==> config.mk <==
export PLATFORM = sky130hd
export DESIGN_NAME = battle_controller_flat
export DESIGN_NICKNAME = d
export VERILOG_FILES = /design/src/rtl/game_pkg.sv /design/src/rtl/battle_controller_if.sv /design/src/rtl/battle_controller_key_edge.sv /design/src/rtl/battle_controller.sv /design/src/flat_wrapper.sv
export SDC_FILE = /design/constraint.sdc
export NUM_CORES = 1
export LEC_CHECK = 0
export CAP_MARGIN = 20
export CORE_ASPECT_RATIO = 1.1
export CORE_MARGIN = 1.5
export CORE_UTILIZATION = 59
export CTS_BUF_LIST = sky130_fd_sc_hd__clkbuf_8
export CTS_CLUSTER_DIAMETER = 30
export DETAILED_ROUTE_END_ITERATION = 12
export PLACE_DENSITY = 0.95
export SLEW_MARGIN = 20
export SYNTH_ARGS = -nofsm -noshare
export SYNTH_HDL_FRONTEND = slang
export SYNTH_HIERARCHICAL = 1
export SYNTH_SLANG_ARGS = --single-unit
==> constraint.sdc <==
create_clock -name clk -period 4.65 [get_ports clk]
set_input_delay 0.93 -clock clk [delete_from_list [all_inputs] [get_ports clk]]
set_output_delay 0.93 -clock clk [all_outputs]
set_load 0.03 [all_outputs]
==> src/rtl/game_pkg.sv <==
// Shared codes for the battle screen: keys, pages, player opcodes, directions.
// Also holds the helper that packs {page, substage} into the state byte.
package game_pkg;

  localparam logic [3:0] KEY_NONE  = 4'd0;
  localparam logic [3:0] KEY_W     = 4'd1;
  localparam logic [3:0] KEY_D     = 4'd2;
  localparam logic [3:0] KEY_S     = 4'd3;
  localparam logic [3:0] KEY_A     = 4'd4;
  localparam logic [3:0] KEY_SPACE = 4'd5;

  typedef enum logic [3:0] {
    PG_MENU   = 4'd1,
    PG_DODGE  = 4'd9,
    PG_ATTACK = 4'd10,
    PG_ACTION = 4'd11
  } page_e;

  typedef enum logic [3:0] {
    OP_NONE = 4'd0,
    OP_HPY  = 4'd1,
    OP_DPY  = 4'd2,
    OP_IDG  = 4'd3,
    OP_SDG  = 4'd4,
    OP_MOV  = 4'd5,
    OP_SHP  = 4'd6
  } opcode_e;

  typedef enum logic [7:0] {
    DIR_UP    = 8'd0,
    DIR_LEFT  = 8'd1,
    DIR_DOWN  = 8'd2,
    DIR_RIGHT = 8'd3
  } dir_e;

  function automatic logic [7:0] pack_state(input logic [3:0] page, input logic [3:0] sub);
    return {page, sub};
  endfunction

endpackage

==> src/rtl/battle_controller_if.sv <==
// Battle controller bus: keyboard/engine inputs and state/HP/event outputs.
// master = controller side, slave = keyboard decoder / engine / renderer side.
interface battle_controller_if #(parameter int HP_W = 8);
  logic [3:0]      keyboard;
  logic            is_death;
  logic            atk_pass;
  logic [HP_W-1:0] dmg_mon;
  logic [7:0]      state;
  logic [15:0]     player_instruction;
  logic            is_move;
  logic [HP_W-1:0] mon_hp;
  logic            win;
  logic            lose;

  modport master (
    input  keyboard, is_death, atk_pass, dmg_mon,
    output state, player_instruction, is_move, mon_hp, win, lose
  );

  modport slave (
    output keyboard, is_death, atk_pass, dmg_mon,
    input  state, player_instruction, is_move, mon_hp, win, lose
  );
endinterface

==> src/rtl/battle_controller_key_edge.sv <==
// Registers the key code and flags a one-cycle event when a new nonzero key appears.
// Latency 1 cycle from keyboard to key_evt; no backpressure.
module key_edge
  import game_pkg::*;
(
  input  logic       clk,
  input  logic       rst_n,
  input  logic [3:0] keyboard,
  output logic       key_evt,
  output logic [3:0] key_code
);

  logic [3:0] key_q;
  logic [3:0] key_prev;

  always_ff @(posedge clk or negedge rst_n) begin
    if (!rst_n) begin
      key_q    <= KEY_NONE;
      key_prev <= KEY_NONE;
    end else begin
      key_q    <= keyboard;
      key_prev <= key_q;
    end
  end

  assign key_evt  = (key_q != key_prev) && (key_q != KEY_NONE);
  assign key_code = key_q;

endmodule

==> src/rtl/battle_controller.sv <==
// Battle screen sequencer: MENU -> DODGE (timed) -> ACTION menu -> ATTACK, with HP and win/lose.
// All outputs registered, one cycle after the qualifying event; no backpressure.
module battle_controller
  import game_pkg::*;
#(
  parameter int HP_W         = 8,
  parameter int MON_HP_MAX   = 100,
  parameter int DODGE_CYCLES = 1000,
  parameter int N_ACTIONS    = 4,
  parameter int CNT_W        = 16
) (
  input logic                 clk,
  input logic                 rst_n,
  battle_controller_if.master bus
);

  localparam logic [CNT_W-1:0] TMR_RELOAD = CNT_W'(DODGE_CYCLES - 1);
  localparam logic [3:0]       LAST_IDX   = 4'(N_ACTIONS - 1);
  localparam logic [HP_W:0]    HP_SAT     = {1'b0, {HP_W{1'b1}}};
  localparam logic [HP_W:0]    KILL_HP    = (HP_W+1)'(MON_HP_MAX);

  page_e           page_q, page_d;
  logic [3:0]      sub_q, sub_d;
  logic [15:0]     pi_q, pi_d;
  logic            move_q, move_d;
  logic [HP_W-1:0] hp_q, hp_d;
  logic            win_q, win_d;
  logic            lose_q, lose_d;
  logic [CNT_W-1:0] timer_q, timer_d;

  logic       key_evt;
  logic [3:0] key_code;
  logic       mv_vld;
  dir_e       mv_dir;
  logic [HP_W:0] sum_raw, sum_sat;

  key_edge u_key_edge (
    .clk      (clk),
    .rst_n    (rst_n),
    .keyboard (bus.keyboard),
    .key_evt  (key_evt),
    .key_code (key_code)
  );

  // Movement follows the held key level, not its edge.
  always_comb begin
    mv_vld = 1'b1;
    mv_dir = DIR_UP;
    case (key_code)
      KEY_W:   mv_dir = DIR_UP;
      KEY_A:   mv_dir = DIR_LEFT;
      KEY_S:   mv_dir = DIR_DOWN;
      KEY_D:   mv_dir = DIR_RIGHT;
      default: mv_vld = 1'b0;
    endcase
  end

  assign sum_raw = {1'b0, hp_q} + {1'b0, bus.dmg_mon};
  assign sum_sat = (sum_raw > HP_SAT) ? HP_SAT : sum_raw;

  always_ff @(posedge clk or negedge rst_n) begin
    if (!rst_n) begin
      page_q  <= PG_MENU;
      sub_q   <= 4'd0;
      pi_q    <= 16'd0;
      move_q  <= 1'b0;
      hp_q    <= '0;
      win_q   <= 1'b0;
      lose_q  <= 1'b0;
      timer_q <= '0;
    end else begin
      page_q  <= page_d;
      sub_q   <= sub_d;
      pi_q    <= pi_d;
      move_q  <= move_d;
      hp_q    <= hp_d;
      win_q   <= win_d;
      lose_q  <= lose_d;
      timer_q <= timer_d;
    end
  end

  always_comb begin
    page_d  = page_q;
    sub_d   = sub_q;
    pi_d    = pi_q;
    move_d  = 1'b0;
    hp_d    = hp_q;
    win_d   = 1'b0;
    lose_d  = 1'b0;
    timer_d = timer_q;
    case (page_q)
      PG_MENU: begin
        if (key_evt && key_code == KEY_SPACE) begin
          page_d  = PG_DODGE;
          sub_d   = 4'd0;
          hp_d    = '0;
          timer_d = TMR_RELOAD;
        end
      end
      PG_DODGE: begin
        // Death outranks both timer expiry and movement.
        if (bus.is_death) begin
          page_d = PG_MENU;
          sub_d  = 4'd0;
          lose_d = 1'b1;
        end else if (timer_q == '0) begin
          page_d = PG_ACTION;
          sub_d  = 4'd0;
        end else begin
          timer_d = timer_q - 1'b1;
          if (mv_vld) begin
            move_d = 1'b1;
            pi_d   = {OP_MOV, mv_dir, 4'b0000};
          end
        end
      end
      PG_ACTION: begin
        if (key_evt) begin
          case (key_code)
            KEY_W: sub_d = (sub_q == 4'd0) ? LAST_IDX : sub_q - 4'd1;
            KEY_S: sub_d = (sub_q == LAST_IDX) ? 4'd0 : sub_q + 4'd1;
            KEY_SPACE: begin
              sub_d = 4'd0;
              if (sub_q == 4'd0) begin
                page_d = PG_ATTACK;
              end else begin
                page_d  = PG_DODGE;
                timer_d = TMR_RELOAD;
              end
            end
            default: ;
          endcase
        end
      end
      PG_ATTACK: begin
        if (bus.atk_pass) begin
          hp_d  = sum_sat[HP_W-1:0];
          sub_d = 4'd0;
          if (sum_sat >= KILL_HP) begin
            page_d = PG_MENU;
            win_d  = 1'b1;
          end else begin
            page_d  = PG_DODGE;
            timer_d = TMR_RELOAD;
          end
        end
      end
      default: begin
        page_d = PG_MENU;
        sub_d  = 4'd0;
      end
    endcase
  end

  assign bus.state              = pack_state(page_q, sub_q);
  assign bus.player_instruction = pi_q;
  assign bus.is_move            = move_q;
  assign bus.mon_hp             = hp_q;
  assign bus.win                = win_q;
  assign bus.lose               = lose_q;

endmodule

==> src/flat_wrapper.sv <==
// flat-port wrapper written by rule: the top's interface ports become plain ports
module battle_controller_flat import game_pkg::*;
#(
  parameter int HP_W         = 8,
  parameter int MON_HP_MAX   = 100,
  parameter int DODGE_CYCLES = 1000,
  parameter int N_ACTIONS    = 4,
  parameter int CNT_W        = 16
)
  (clk, rst_n, bus_keyboard, bus_is_death, bus_atk_pass, bus_dmg_mon, bus_state, bus_player_instruction, bus_is_move, bus_mon_hp, bus_win, bus_lose);
  battle_controller_if #(.HP_W(HP_W)) bus_i ();
  input logic clk;
  input logic rst_n;
  input wire logic [$bits(bus_i.keyboard)-1:0] bus_keyboard;
  input wire logic [$bits(bus_i.is_death)-1:0] bus_is_death;
  input wire logic [$bits(bus_i.atk_pass)-1:0] bus_atk_pass;
  input wire logic [$bits(bus_i.dmg_mon)-1:0] bus_dmg_mon;
  output wire logic [$bits(bus_i.state)-1:0] bus_state;
  output wire logic [$bits(bus_i.player_instruction)-1:0] bus_player_instruction;
  output wire logic [$bits(bus_i.is_move)-1:0] bus_is_move;
  output wire logic [$bits(bus_i.mon_hp)-1:0] bus_mon_hp;
  output wire logic [$bits(bus_i.win)-1:0] bus_win;
  output wire logic [$bits(bus_i.lose)-1:0] bus_lose;
  assign bus_i.keyboard = bus_keyboard;
  assign bus_i.is_death = bus_is_death;
  assign bus_i.atk_pass = bus_atk_pass;
  assign bus_i.dmg_mon = bus_dmg_mon;
  assign bus_state = bus_i.state;
  assign bus_player_instruction = bus_i.player_instruction;
  assign bus_is_move = bus_i.is_move;
  assign bus_mon_hp = bus_i.mon_hp;
  assign bus_win = bus_i.win;
  assign bus_lose = bus_i.lose;
  battle_controller #(.HP_W(HP_W), .MON_HP_MAX(MON_HP_MAX), .DODGE_CYCLES(DODGE_CYCLES), .N_ACTIONS(N_ACTIONS), .CNT_W(CNT_W)) u_core (.clk(clk), .rst_n(rst_n), .bus(bus_i));
endmodule
==> results.yml, run 1 <==
route:
  first_pass_iters: 4
  vias_per_cell: 6.119
  vias: 2478
  first_iter_violations: 180
  drc: 0
  wirelength_mm: 6.196
  ant_nets: 0
  wl_per_cell_um: 15.30
yosys:
  synthArstFlopShare_pct: 100.0
  ys_top_cells_by_area: "dfrtp_1 (39%), ha_1 (4.9%), o21ai_0 (4.8%)"
  avgSynthCellArea_um2: 8.993
  synth_edf_count: 0
  synth_flop_cell: "dfrtp_1"
  synth_top_cell_area_share_pct: 38.87
  ys_warn_count: 6
  yosys_register_bits: 45
  syn-cell-area_um2: 2833
  synth.distinct_cells: 63
  synthCells: 315
  synth_top_area_cell: "dfrtp_1"
  ys_seq_area_share_pct: 39.80
sta:
  period_share_pct: 71.55
  grt_setup_unrepaired: "false"
  tightest_slew_ns: 0.9218
  setup_slack_ns: 1.323
  fin_tns_setup_ns: 0
  period_needed_ns: 3.327
  hold_violations: 0
  slew_viol_final: 0
  skew_ns: 0.009975
  slew_headroom_pct: 38.55
  clock.fmax_ghz: 0.3006
  setup_viol: 0
layout:
  seq_area_um2: 1127
  area_growth_pct: 16.96
  multi_input_area_um2: 1569
  fillerInstances: 347
  layout_commonest_cell: "dfrtp_1"
  drive_gt1_share_pct: 6.877
  antenna_cells: 0
  layout_common_cells: "dfrtp_1 (44), clkdlybuf4s50_1 (36), nand2_1 (30)"
  nNetsFinal: 376
worst_setup_path:
  required_ns: 4.82
  crit_start: "bus_dmg_mon[0]"
  crit_cells: 10
  path_buf_inv: 1
  crit_path_end_kind: "flip-flop"
  cp_slowest_cell: "o311a_2"
  reg2regPathDepth: 9
  crit_chain: "clkdlybuf4s50_1, ha_1, fa_1, nand3_1, a21oi_1, nor2b_1, xor2_1, o311a_2, o221ai_2, a211oi_1"
  reg2reg_from: "u_core/bus.mon_hp[0]"
  path_class: "in -> reg"
  critPathArrivalTime_ns: 3.50
  startpoint_type: "input pin"
  critical_path.max_stage_delay_ns: 0.41
  crit_fanout: 7
  critical-path-top-delay-family: "compound AO/OA/AOI/OAI gates"
cts:
  post_cts_buffers: 0
  clock-sinks: 45
  max-clock-path-buffers: 2
  ctsHoldBuffers: 0
  root_buffer: "clkbuf_8"
  cts_resized: 0
  numCtsBuffers: 5
  cts_tree: "yes"
  clk_latency_ns: 0.30
  clk_pin_slew_worst_paths_ns: 0.09
  htreeDepth: 2
pwr:
  p_per_area_nw_per_um2: 376.6
  vdd_drop_max_mv: 0.2060
  leakage_nw: 1.439
floorplan:
  ioPinCount: 51
  die_y_um: 75.68
  start_util_pct: 61.32
  core_area_um2: 4619
  rows: 26
  fp.dieArea_um2: 5226
  die_w_um: 69.07
placed_design:
  post-place-ws_ns: 1.042
  hpwl_mm: 4.309
  port_buffers: 37
  gp_congestion: 0.8942
hold_path:
  hp-start: "u_core/bus.player_instruction[12]"
  hold_path_depth: 1
  hold_class: "reg -> reg"
flow_run:
  cap_violations: 0
global_route:
  antenna_found_initial: 0
  grt_usage_pct: 23.91
  grt_max_degree: 46
  grt.overflow.total: 0
  grt_pass1_vias: 2219
  grt_pass1_wl_mm: 10.06
run_status:
  status: "complete, no violations"
## report_power, final
part | total (mW) | switching (mW) | leakage (nW) | internal (mW)
registers | 0.505 | 0.0701 | 0.564 | 0.435
logic | 0.388 | 0.234 | 0.807 | 0.154
clock network | 0.355 | 0.139 | 0.0687 | 0.216
## worst paths after layout
kind | endpoint | slack, ns
worst min-delay path | u_core/bus.player_instruction[12] | 0.50
min in group asynchronous | u_core/timer_q[0] | 0.62
max in group asynchronous | u_core/timer_q[10] | 3.64
worst min register to register | u_core/bus.player_instruction[12] | 0.50
worst max register to register | u_core/timer_q[7] | 1.96
worst max-delay path | u_core/timer_q[7] | 1.32
## layout make-up
cell class | instances | share of cell area, %
clock inverter | 3 | 2.077
multi-input combinational | 248 | 47.36
inverter | 11 | 1.246
clock buffer | 5 | 2.077
sequential | 45 | 34.03
tap | 56 | 2.115
timing repair buffer | 37 | 11.10
## worst reg2reg max path: stages, from the launching register on
cell and delay (ns):
dfrtp_1 0.41, ha_1 0.22, fa_1 0.40, nand3_1 0.14, a21oi_1 0.09, nor2b_1 0.25
xor2_1 0.13, o311a_2 0.41, o221ai_2 0.38, a211oi_1 0.14
## logic make-up after synthesis
family          Yosys count  synth area share (%)
simple gates            113                 20.63
xor+xnor                 13                 4.019
compound gates           95                 22.66
other cells               1                0.1324
flops                    45                 39.80
buf+inv                  34                 6.404
mux                       2                0.7950
fa+ha+maj                12                 5.565
## routing by layer
layer / vias to the layer above / track usage (%) / share of wire, %
met3: 11 / 4.630 / 4.8
met4: 0 / 7.843 / 1.3
met5: - / 0 / 0
met1: 1188 / 29.42 / 43
li1: 1191 / - / -
met2: 88 / 43.27 / 51
## registers in the layout, indices dropped and copies added, names as in the netlist
signal                         cells
u_core/u_key_edge/key_code         4
u_core/bus.win                     1
u_core/page_q                      3
u_core/bus.lose                    1
u_core/u_key_edge/key_prev         4
u_core/sub_q                       4
u_core/timer_q                    16
u_core/bus.is_move                 1
u_core/bus.player_instruction      3
u_core/bus.mon_hp                  8
## synthesized netlist by cell type, drive strengths merged, types with 2 or more instances
library cell  instances
a211o                 3
a211oi                5
a21oi                22
a22o                  5
a22oi                 2
a31oi                 4
a32o                  2
a41oi                 2
and2                  5
and3                  5
buf                  15
clkbuf                8
dfrtp                44
ha                   11
inv                  11
mux2                  2
nand2                30
nand3                 9
nor2                 21
nor2b                 6
nor3                 15
nor3b                 2
nor4                  4
o211ai                2
o21ai                28
o22a                  3
o31ai                 3
or2                   3
or3                   4
xnor2                 7
xor2                  6
## through the flow
| stage | util (%) | cell area (um2) | power, mW | hold WS (ns) | std cells |
|---|---|---|---|---|---|
| 6_report | 71.72 | 3313 | 1.248 | 0.5006 | 405 |
| 5_1_grt | 71.72 | 3313 | 1.317 | 0.5327 | 405 |
| 4_1_cts | 71.67 | 3311 | 1.250 | 0.5015 | 405 |
| 3_5_place_dp | 68.69 | 3173 | 0.8894 | 0.4817 | 397 |
| 3_3_place_gp | 68.69 | 3173 | 0.8749 | 0.4731 | 397 |
| 2_1_floorplan | - | 2878 | 0.7833 | 0.4660 | 327 |
No activity file was read; power rests on OpenSTA's default activity.
==> inputs of run 2 (changes only) <==
Settings changed: CORE_UTILIZATION 59 to 49, PLACE_DENSITY 0.95 to 0.86.
Clock period 4.65 ns to 2.7 ns, I/O delays scaled along.
==> run 2 against run 1 <==
Against the previous run: combinational power grew 94%; critical path depth down 1; critical path type unchanged; first-iteration DRC count grew 15%; via count is 7.2% higher; sequential power is 70% higher; sequential share of layout area is 2.9 points lower; final cell count up 11%; sequential cell count unchanged; clock-buffer cell count up 2.
==> results.yml, run 2 (synthesis gave the netlist of run 1 again) <==
route:
  vias: 2657
  vias_per_cell: 5.918
  ant_nets: 0
  drc: 0
  first_iter_violations: 207
  first_pass_iters: 5
  wirelength_mm: 6.999
  wl_per_cell_um: 15.59
cts:
  cts_tree: "yes"
  clock-sinks: 45
  htreeDepth: 2
  clk_pin_slew_worst_paths_ns: 0.09
  ctsHoldBuffers: 0
  numCtsBuffers: 5
  max-clock-path-buffers: 2
  clk_latency_ns: 0.30
  root_buffer: "clkbuf_8"
global_route:
  grt_pass1_vias: 2507
  antenna_found_initial: 0
  grt_pass1_wl_mm: 11.03
  grt.overflow.total: 0
  grt_max_degree: 31
  grt_usage_pct: 22.75
layout:
  final_area_um2: 3618
  nNetsFinal: 401
  layout_common_cells: "dfrtp_1 (44), clkdlybuf4s50_1 (33), nand2_1 (30)"
  layout_commonest_cell: "dfrtp_1"
  largest_register_ffs: 16
  antenna_cells: 0
  fillerInstances: 436
  largest-register: "u_core/timer_q"
  drive_gt1_share_pct: 17.11
  area_growth_pct: 27.74
sta:
  slew_viol_final: 0
  tightest_slew_ns: 0.9954
  slew_headroom_pct: 33.64
  hold_violations: 0
  setup_viol: 0
  period_share_pct: 96.08
  setup_slack_ns: 0.1058
  skew_ns: 0.009234
  clock.fmax_ghz: 0.3855
  period_needed_ns: 2.594
pwr:
  vdd_drop_max_mv: 0.2721
  p_sw_share_pct: 38.16
  switchingPower_uw: 795.4
  intPower_mw: 1.289
  p_seq_share_pct: 41.2
  p_per_area_nw_per_um2: 576.0
  leakage_nw: 1.575
  p_clk_share_pct: 22.7
  comb_power_share_pct: 36.0
floorplan:
  ioPinCount: 51
  start_util_pct: 51.83
  die_y_um: 82.75
  fp.dieArea_um2: 6247
  rows: 28
  die_w_um: 75.50
  core_area_um2: 5465
worst_setup_path:
  crit_path_end_kind: "flip-flop"
  critPathArrivalTime_ns: 2.78
  crit_chain: "clkdlybuf4s50_1, ha_1, a21oi_2, o21ai_0, a211o_1, nor3_2, o311a_4, o221ai_4, a211o_1"
  path_buf_inv: 1
  cp_common_cell: "a211o_1"
  critical-path-top-delay-family: "compound AO/OA/AOI/OAI gates"
  crit_cells: 9
  cp_slowest_cell: "clkdlybuf4s50_1"
  critical_path.max_stage_delay_ns: 0.40
  startpoint_type: "input pin"
  reg2regPathDepth: 9
  crit_fanout: 7
  required_ns: 2.89
  path_class: "in -> reg"
hold_path:
  hold_class: "in -> async"
placed_design:
  post_dp_cell_area_um2: 3362
  gp_congestion: 0.8805
  post-place-ws_ns: -0.5026
  hpwl_mm: 4.856
  port_buffers: 37
flow_run:
  cap_violations: 0
run_status:
  status: "complete, no violations"
-- run 2: cell count changes in the layout (fill, tap and decap cells not counted), sizes merged --
cell / before / now
buf: 1 / 26
clkdlybuf4s50: 36 / 33
bufinv: 2 / 0
clkbuf: 5 / 7
dlymetal6s2s: 0 / 2
dlygate4sd2: 0 / 1
-- run 2: metrics by stage --
stage / setup TNS (ns) / utilization (%) / power [mW] / std cells / hold slack (ns)
final: 0 / 66.21 / 2.084 / 449 / 0.1460
after floorplan: 0 / - / 1.349 / 327 / 0.2444
after detailed placement: -7.207 / 61.52 / 1.572 / 438 / 0.4792
after global routing: -0.008348 / 66.21 / 2.195 / 449 / 0.1731
after CTS: 0 / 64.54 / 2.061 / 448 / 0.1523
after global placement: -6.412 / 61.52 / 1.539 / 438 / 0.4702
-- run 2: layer usage --
layer  wire (um)  GRT usage (%)  vias up
met4         119          6.964        0
met2        3503          39.82      105
li1            -              -     1245
met5           0              0        -
met3         346          3.883       16
met1        3029          28.39     1291
-- run 2: path summary, 6_finish.rpt --
| kind | start | end | slack, ns |
|---|---|---|---|
| setup / recovery | bus_dmg_mon[5] | u_core/timer_q[4] | 0.11 |
| setup reg to reg | u_core/bus.mon_hp[0] | u_core/timer_q[7] | 0.24 |
| min in group clk | u_core/bus.player_instruction[12] | u_core/bus.player_instruction[12] | 0.51 |
| max in group asynchronous | rst_n | u_core/page_q[0] | 1.79 |
| hold / removal | rst_n | u_core/bus.mon_hp[3] | 0.15 |
| hold reg to reg | u_core/bus.player_instruction[12] | u_core/bus.player_instruction[12] | 0.51 |
-- run 2: what timing repair did --
action                     CTS  global route
gates resized for setup     10            15
setup endpoints to repair   17            15
setup buffers                2             1
pin swaps                    8            13
-- run 2: area by class of cell --
| type | count | area [um2] | share of cell area (%) |
|---|---|---|---|
| flip-flops and latches | 45 | 1127 | 31.15 |
| clock buffers | 7 | 96.34 | 2.663 |
| repair buffers | 62 | 556.8 | 15.39 |
| multi-input cells | 248 | 1694 | 46.82 |
| well taps | 75 | 93.84 | 2.593 |
| clock inverters | 1 | 8.758 | 0.2420 |
| inverters | 11 | 41.29 | 1.141 |
-- run 2: worst reg2reg max path: stages (launching register included) --
cell      delay (ns)
dfrtp_1         0.41
ha_2            0.20
fa_2            0.40
nand3_2         0.09
a21oi_1         0.08
nor2b_2         0.21
xor2_2          0.12
o311a_4         0.41
o221ai_4        0.28
a211oi_1        0.13
-- run 2: power by group through the flow --
stage / clock network, mW / logic [mW] / registers (mW)
5_1_grt: 0.509 / 0.814 / 0.873
3_3_place_gp: 0 / 0.680 / 0.859
3_5_place_dp: 0 / 0.706 / 0.867
4_1_cts: 0.487 / 0.719 / 0.855
6_report: 0.474 / 0.751 / 0.859
2_1_floorplan: 0 / 0.459 / 0.890
==> inputs of run 3 (changes only) <==
Settings changed: SKIP_CTS_REPAIR_TIMING set to 1.
==> run 3 against run 2 <==
Against the previous run: sequential cell count stayed put; clock skew is 0.00097 ns lower; combinational power hardly changed; sequential share of layout area hardly changed; critical path type unchanged; non-clock buffer count is 1 lower; core utilization hardly changed; clock power hardly changed; die area stayed put.
==> results.yml, run 3 (synthesis gave the netlist of run 1 again) <==
placed_design:
  post_dp_cell_area_um2: 3362
  dp.cells: 438
  port_buffers: 37
  gp_congestion: 0.8805
  hpwl_mm: 4.856
worst_setup_path:
  required_ns: 2.89
  cp_common_cell: "a211o_1"
  critical_path.max_stage_delay_ns: 0.42
  startpoint_type: "input pin"
  crit_fanout: 7
  critical-path-top-delay-family: "compound AO/OA/AOI/OAI gates"
  cp_slowest_cell: "clkdlybuf4s50_1"
  path_buf_inv: 1
  crit_chain: "clkdlybuf4s50_1, ha_2, nand3_4, a32o_1, a211o_1, nor3_2, o311a_4, o221ai_4, a211o_1"
  crit_path_end_kind: "flip-flop"
  r2r_slack_ns: 0.23
  path_class: "in -> reg"
  critPathArrivalTime_ns: 2.78
layout:
  antenna_cells: 0
  drive_gt1_share_pct: 17.43
  final_area_um2: 3617
  layout_common_cells: "dfrtp_1 (44), clkdlybuf4s50_1 (34), nand2_1 (30)"
  area_growth_pct: 27.69
  layout_commonest_cell: "dfrtp_1"
  largest-register: "u_core/timer_q"
  nNetsFinal: 400
  instances_no_fill: 448
  largest_register_ffs: 16
  fillerInstances: 432
pwr:
  intPower_mw: 1.287
  switchingPower_uw: 794.8
  p_sw_share_pct: 38.17
  leakage_nw: 1.577
  comb_power_share_pct: 36.0
  power_mw: 2.082
  vdd_drop_max_mv: 0.2741
  p_clk_share_pct: 22.9
  p_per_area_nw_per_um2: 575.6
  p_seq_share_pct: 41.2
floorplan:
  start_util_pct: 51.83
  rows: 28
  fp.dieArea_um2: 6247
  ioPinCount: 51
  die_w_um: 75.50
  core_area_um2: 5465
  die_y_um: 82.75
global_route:
  grt_pass1_vias: 2481
  grt.overflow.total: 0
  grt_pass1_wl_mm: 10.78
  grt_usage_pct: 22.19
  grt_max_degree: 31
  antenna_found_initial: 0
sta:
  hold_ws_ns: 0.1452
  clock.fmax_ghz: 0.3849
  period_share_pct: 96.22
  setup_viol: 0
  slew_viol_final: 0
  skew_ns: 0.008264
  hold_violations: 0
  tightest_slew_ns: 0.9451
  slew_headroom_pct: 36.99
  period_needed_ns: 2.598
route:
  wirelength_mm: 7.104
  ant_nets: 0
  wl_per_cell_um: 15.86
  first_iter_violations: 244
  first_pass_iters: 4
  vias: 2652
  vias_per_cell: 5.920
  drc: 0
flow_run:
  cap_violations: 0
cts:
  cts_tree: "yes"
  htreeDepth: 2
  clk_latency_ns: 0.30
  clock-sinks: 45
  clk_pin_slew_worst_paths_ns: 0.09
  max-clock-path-buffers: 2
  root_buffer: "clkbuf_8"
  numCtsBuffers: 5
hold_path:
  hold_class: "in -> async"
run_status:
  status: "complete, no violations"
## run 3: changes by cell type in the layout (fill, tap and decap cells not counted), sizes merged
cell           change
clkdlybuf4s50      +1
buf                -1
dlygate4sd2        -1
## run 3: worst paths after layout
kind / start / to / cells after the start
max in group asynchronous: rst_n / u_core/page_q[0] / 2
max reg2reg: u_core/bus.mon_hp[1] / u_core/timer_q[7] / 8
min in group clk: u_core/bus.player_instruction[12] / u_core/bus.player_instruction[12] / 1
min reg2reg: u_core/bus.player_instruction[12] / u_core/bus.player_instruction[12] / 1
min: rst_n / u_core/bus.mon_hp[3] / 1
max: bus_dmg_mon[2] / u_core/timer_q[4] / 9
## run 3: stage by stage
stage          TNS (ns)  util, %  worst slack (ns)
6_report              0    66.19            0.1021
5_1_grt        -0.04856    66.19          -0.02145
4_1_cts          -2.633    63.44           -0.2426
3_5_place_dp     -7.207    61.52           -0.5026
3_3_place_gp     -6.412    61.52           -0.4536
2_1_floorplan         0        -            0.1136
## run 3: final cells by class
| type | instances | area (um2) | area share [%] |
|---|---|---|---|
| Timing Repair Buffer | 61 | 550.5 | 15.22 |
| Tap cell | 75 | 93.84 | 2.594 |
| Clock buffer | 7 | 96.34 | 2.663 |
| Multi-Input combinational cell | 248 | 1699 | 46.97 |
| Inverter | 11 | 41.29 | 1.141 |
| Sequential cell | 45 | 1127 | 31.17 |
| Clock inverter | 1 | 8.758 | 0.2421 |
## run 3: power groups by stage
stage	logic [mW]	registers (mW)	clock network, mW
floorplan	0.459	0.890	0
finish	0.749	0.857	0.476
CTS	0.708	0.855	0.487
global route	0.812	0.873	0.507
detailed placement	0.706	0.867	0
global placement	0.680	0.859	0
## run 3: per-layer routing
layer  GRT usage (%)  up-vias  wire length (um)
li1                -     1242                 -
met1           27.70     1311              3001
met2           38.77       79              3695
met3           4.005       20               285
met4           6.607        0               123
met5               0        -                 0
==> RTL change: new RTL, flow settings as in run 3 <==
`CNT_W` is set to 16 in 2 places; all go to 14.
--- a/src/rtl/battle_controller.sv
+++ b/src/rtl/battle_controller.sv
@@ -8,5 +8,5 @@
   parameter int DODGE_CYCLES = 1000,
   parameter int N_ACTIONS    = 4,
-  parameter int CNT_W        = 16
+  parameter int CNT_W        = 14
 ) (
   input logic                 clk,
--- a/src/flat_wrapper.sv
+++ b/src/flat_wrapper.sv
@@ -6,5 +6,5 @@
   parameter int DODGE_CYCLES = 1000,
   parameter int N_ACTIONS    = 4,
-  parameter int CNT_W        = 16
+  parameter int CNT_W        = 14
 )
   (clk, rst_n, bus_keyboard, bus_is_death, bus_atk_pass, bus_dmg_mon, bus_state, bus_player_instruction, bus_is_move, bus_mon_hp, bus_win, bus_lose);
Behaviour: same outputs for any inputs over 10 cycles, from zero or initial values and one cycle with rst_n low; that may be too few to reach the edited logic, so the function may still have changed.
==> RTL change against run 3 <==
Global-route usage down 0.31 points; first-iteration DRC count decreased by 11%; clock power increased by 4.2%; setup slack worse by 0.039 ns; total power rose by 40%; largest cell class unchanged; synthesized area shrank 3.0%; non-clock buffer count grew 4; routed wire length shrank 9.3%; sequential cell count is 2 lower; cell area fell by 2.8%; via count decreased by 6.1%.
==> RTL change: results (changes against run 3) <==
[synthesis]
avg_synthesized_cell_area_um2 = 9.19  ; +2.2%
seq_area_frac_synth_pct = 39.2  ; -0.59 points
synth_top_flop_cell = dfrtp_1
parity_gate_share_of_the_synthesized_area_counting_xor_and_xnor_cells_pct = 3.51  ; -0.51 points
share_of_the_synthesized_area_in_compound_gates_ao_oa_aoi_oai_pct = 23.9  ; +1.2 points
ys_top_cells_by_area = dfrtp_1 38%, o21ai_0 5.8%, ha_1 5.0%
synth.distinct_cells = 67  ; +6.3%
yosys.area_share.adder_pct = 5.74  ; +0.17 points
synth_common_cells = 42 x dfrtp_1, 32 x o21ai_0, 21 x nor2_1, 18 x a21oi_1, 18 x nand2_1
synth.mux.area_fraction_pct = 2.60  ; +1.8 points
yosys_warnings = 6  ; unchanged
async_reset_ff_share_pct = 100  ; unchanged

[cells_and_area]
nNetsFinal = 387  ; -3.3%
largest_register = u_core/timer_q
drive_above_1_share_pct = 18.9  ; +1.5 points
finish.cell_count_without_fillers = 434  ; -3.1%
num_antenna_cells = 0  ; unchanged
largest_reg_flops = 14  ; -2

[worst_setup_path]
r2r_cells = 8  ; unchanged
timing.rr.end = u_core/timer_q[1]
crit_fanout = 5  ; -2
worst_ep_arrival_time_ns = 2.82  ; +0.04 ns
critical-path-max-stage-delay_ns = 0.41
worst-r2r-setup-slack_ns = 0.08  ; -0.15 ns
worst_path_max_delay_cell = clkdlybuf4s50_1
r2r-start = u_core/bus.mon_hp[0]
crit_family = compound AO/OA/AOI/OAI gates

[global_routing]
vias_in_the_first_global_route = 2338  ; -5.8%
global_routing_usage_summed_across_all_routing_layers_pct = 21.9  ; -0.31 points
grt_max_degree = 44  ; +42%
antenna_found_initial = 0  ; unchanged
grt_pass1_wl_um = 10200  ; -5.1%

[placed_design]
post-dp-hpwl_um = 4520  ; -6.9%
gp_routability_congestion = 0.851  ; -3.3%
port_buffers = 37  ; unchanged

[power_and_ir_drop]
static-leakage-power_nw = 1.51  ; -4.2%
ir_worst_vdd_uv = 695  ; +150%
power.internal_w = 0.00171  ; +33%

[clocking]
insertion_delay_ns = 0.30  ; about the same
ctsLongestPathBuffers = 2  ; unchanged
worst_setup_hold_path_clk_slew_ns = 0.09  ; about the same
h-tree-depth = 2  ; unchanged
clk_root_buffer_cell = clkbuf_8
cts_inserted_buffers = 5  ; unchanged

[sta]
slew_violations = 0  ; unchanged
tightest_slew_ns = 0.947  ; +0.00196 ns
fin_skew_ns = 0.0149  ; +0.00664 ns

[detailed_routing]
detailedRoute.firstIterationViolations = 218  ; -11%
vias_per_cell = 5.74  ; -3.1%
detail_route.first_pass.iterations = 5  ; +1
routed_wl_um = 6440  ; -9.3%

[status]
run_status = finished, final reports clean

[min_path]
timing.hold.worst.class = input pin to async pin

[RTL change: area by class of cell]
cell class                      count  area [um^2]
Clock inverter                      2         37.5
Timing Repair Buffer               65          586
Tap cell                           75         93.8
Multi-Input combinational cell    228         1590
Fill cell                         437         1880
Sequential cell                    43         1080
Clock buffer                        5         68.8
Inverter                           16         60.1
[RTL change: cell families (layout without fill, tap and decap cells)]
logic type,count (synthesis),after routing
simple gates,91,91
fa+ha+maj,12,12
mux,6,6
buf+inv,40,88
other cells,1,13
compound gates,95,95
xor+xnor,11,11
flops,43,43
[RTL change: power by group through the flow]
| stage | Clock [W] | Combinational [W] | Sequential (W) |
|---|---|---|---|
| final | 0.000496 | 0.00142 | 0.000992 |
| after global routing | 0.000534 | 0.00154 | 0.00102 |
| after CTS | 0.000507 | 0.00137 | 0.000989 |
| after detailed placement | 0 | 0.00136 | 0.000995 |
| after global placement | 0 | 0.00133 | 0.000988 |
| after floorplan | 0 | 0.000848 | 0.00106 |
[RTL change: through the flow]
stage,area [um^2],worst slack [ns],hold slack (ns)
after floorplan,2800,-0.128,0.244
after global placement,3310,-0.367,0.480
after detailed placement,3310,-0.439,0.490
after CTS,3420,-0.130,0.422
after global routing,3510,-0.0327,0.461
final,3510,0.0628,0.384
[RTL change: worst reg2reg max path, delay by kind of cell, from the launching register on]
family,cells,cell delay (ns)
compound gates,3,0.64
flops,1,0.40
mux,1,0.33
simple gates,2,0.53
fa+ha+maj,2,0.61
[RTL change: worst max path at each step]
stage / startpoint / to / slack [ns]
after detailed placement: bus_dmg_mon[0] / u_core/timer_q[1] / -0.44
after global routing: u_core/bus.mon_hp[0] / u_core/timer_q[1] / -0.03
after global placement: bus_dmg_mon[0] / u_core/timer_q[1] / -0.37
after CTS: bus_dmg_mon[0] / u_core/timer_q[1] / -0.13
final: bus_dmg_mon[3] / u_core/timer_q[1] / 0.06
after floorplan: bus_dmg_mon[0] / u_core/timer_q[1] / -0.13
[RTL change: per-layer routing]
metal  part of all wire, %  GRT usage [%]
met5                     0              0
met4                   2.4           9.27
met3                   7.1           4.54
met2                    48           36.5
met1                    42           27.4
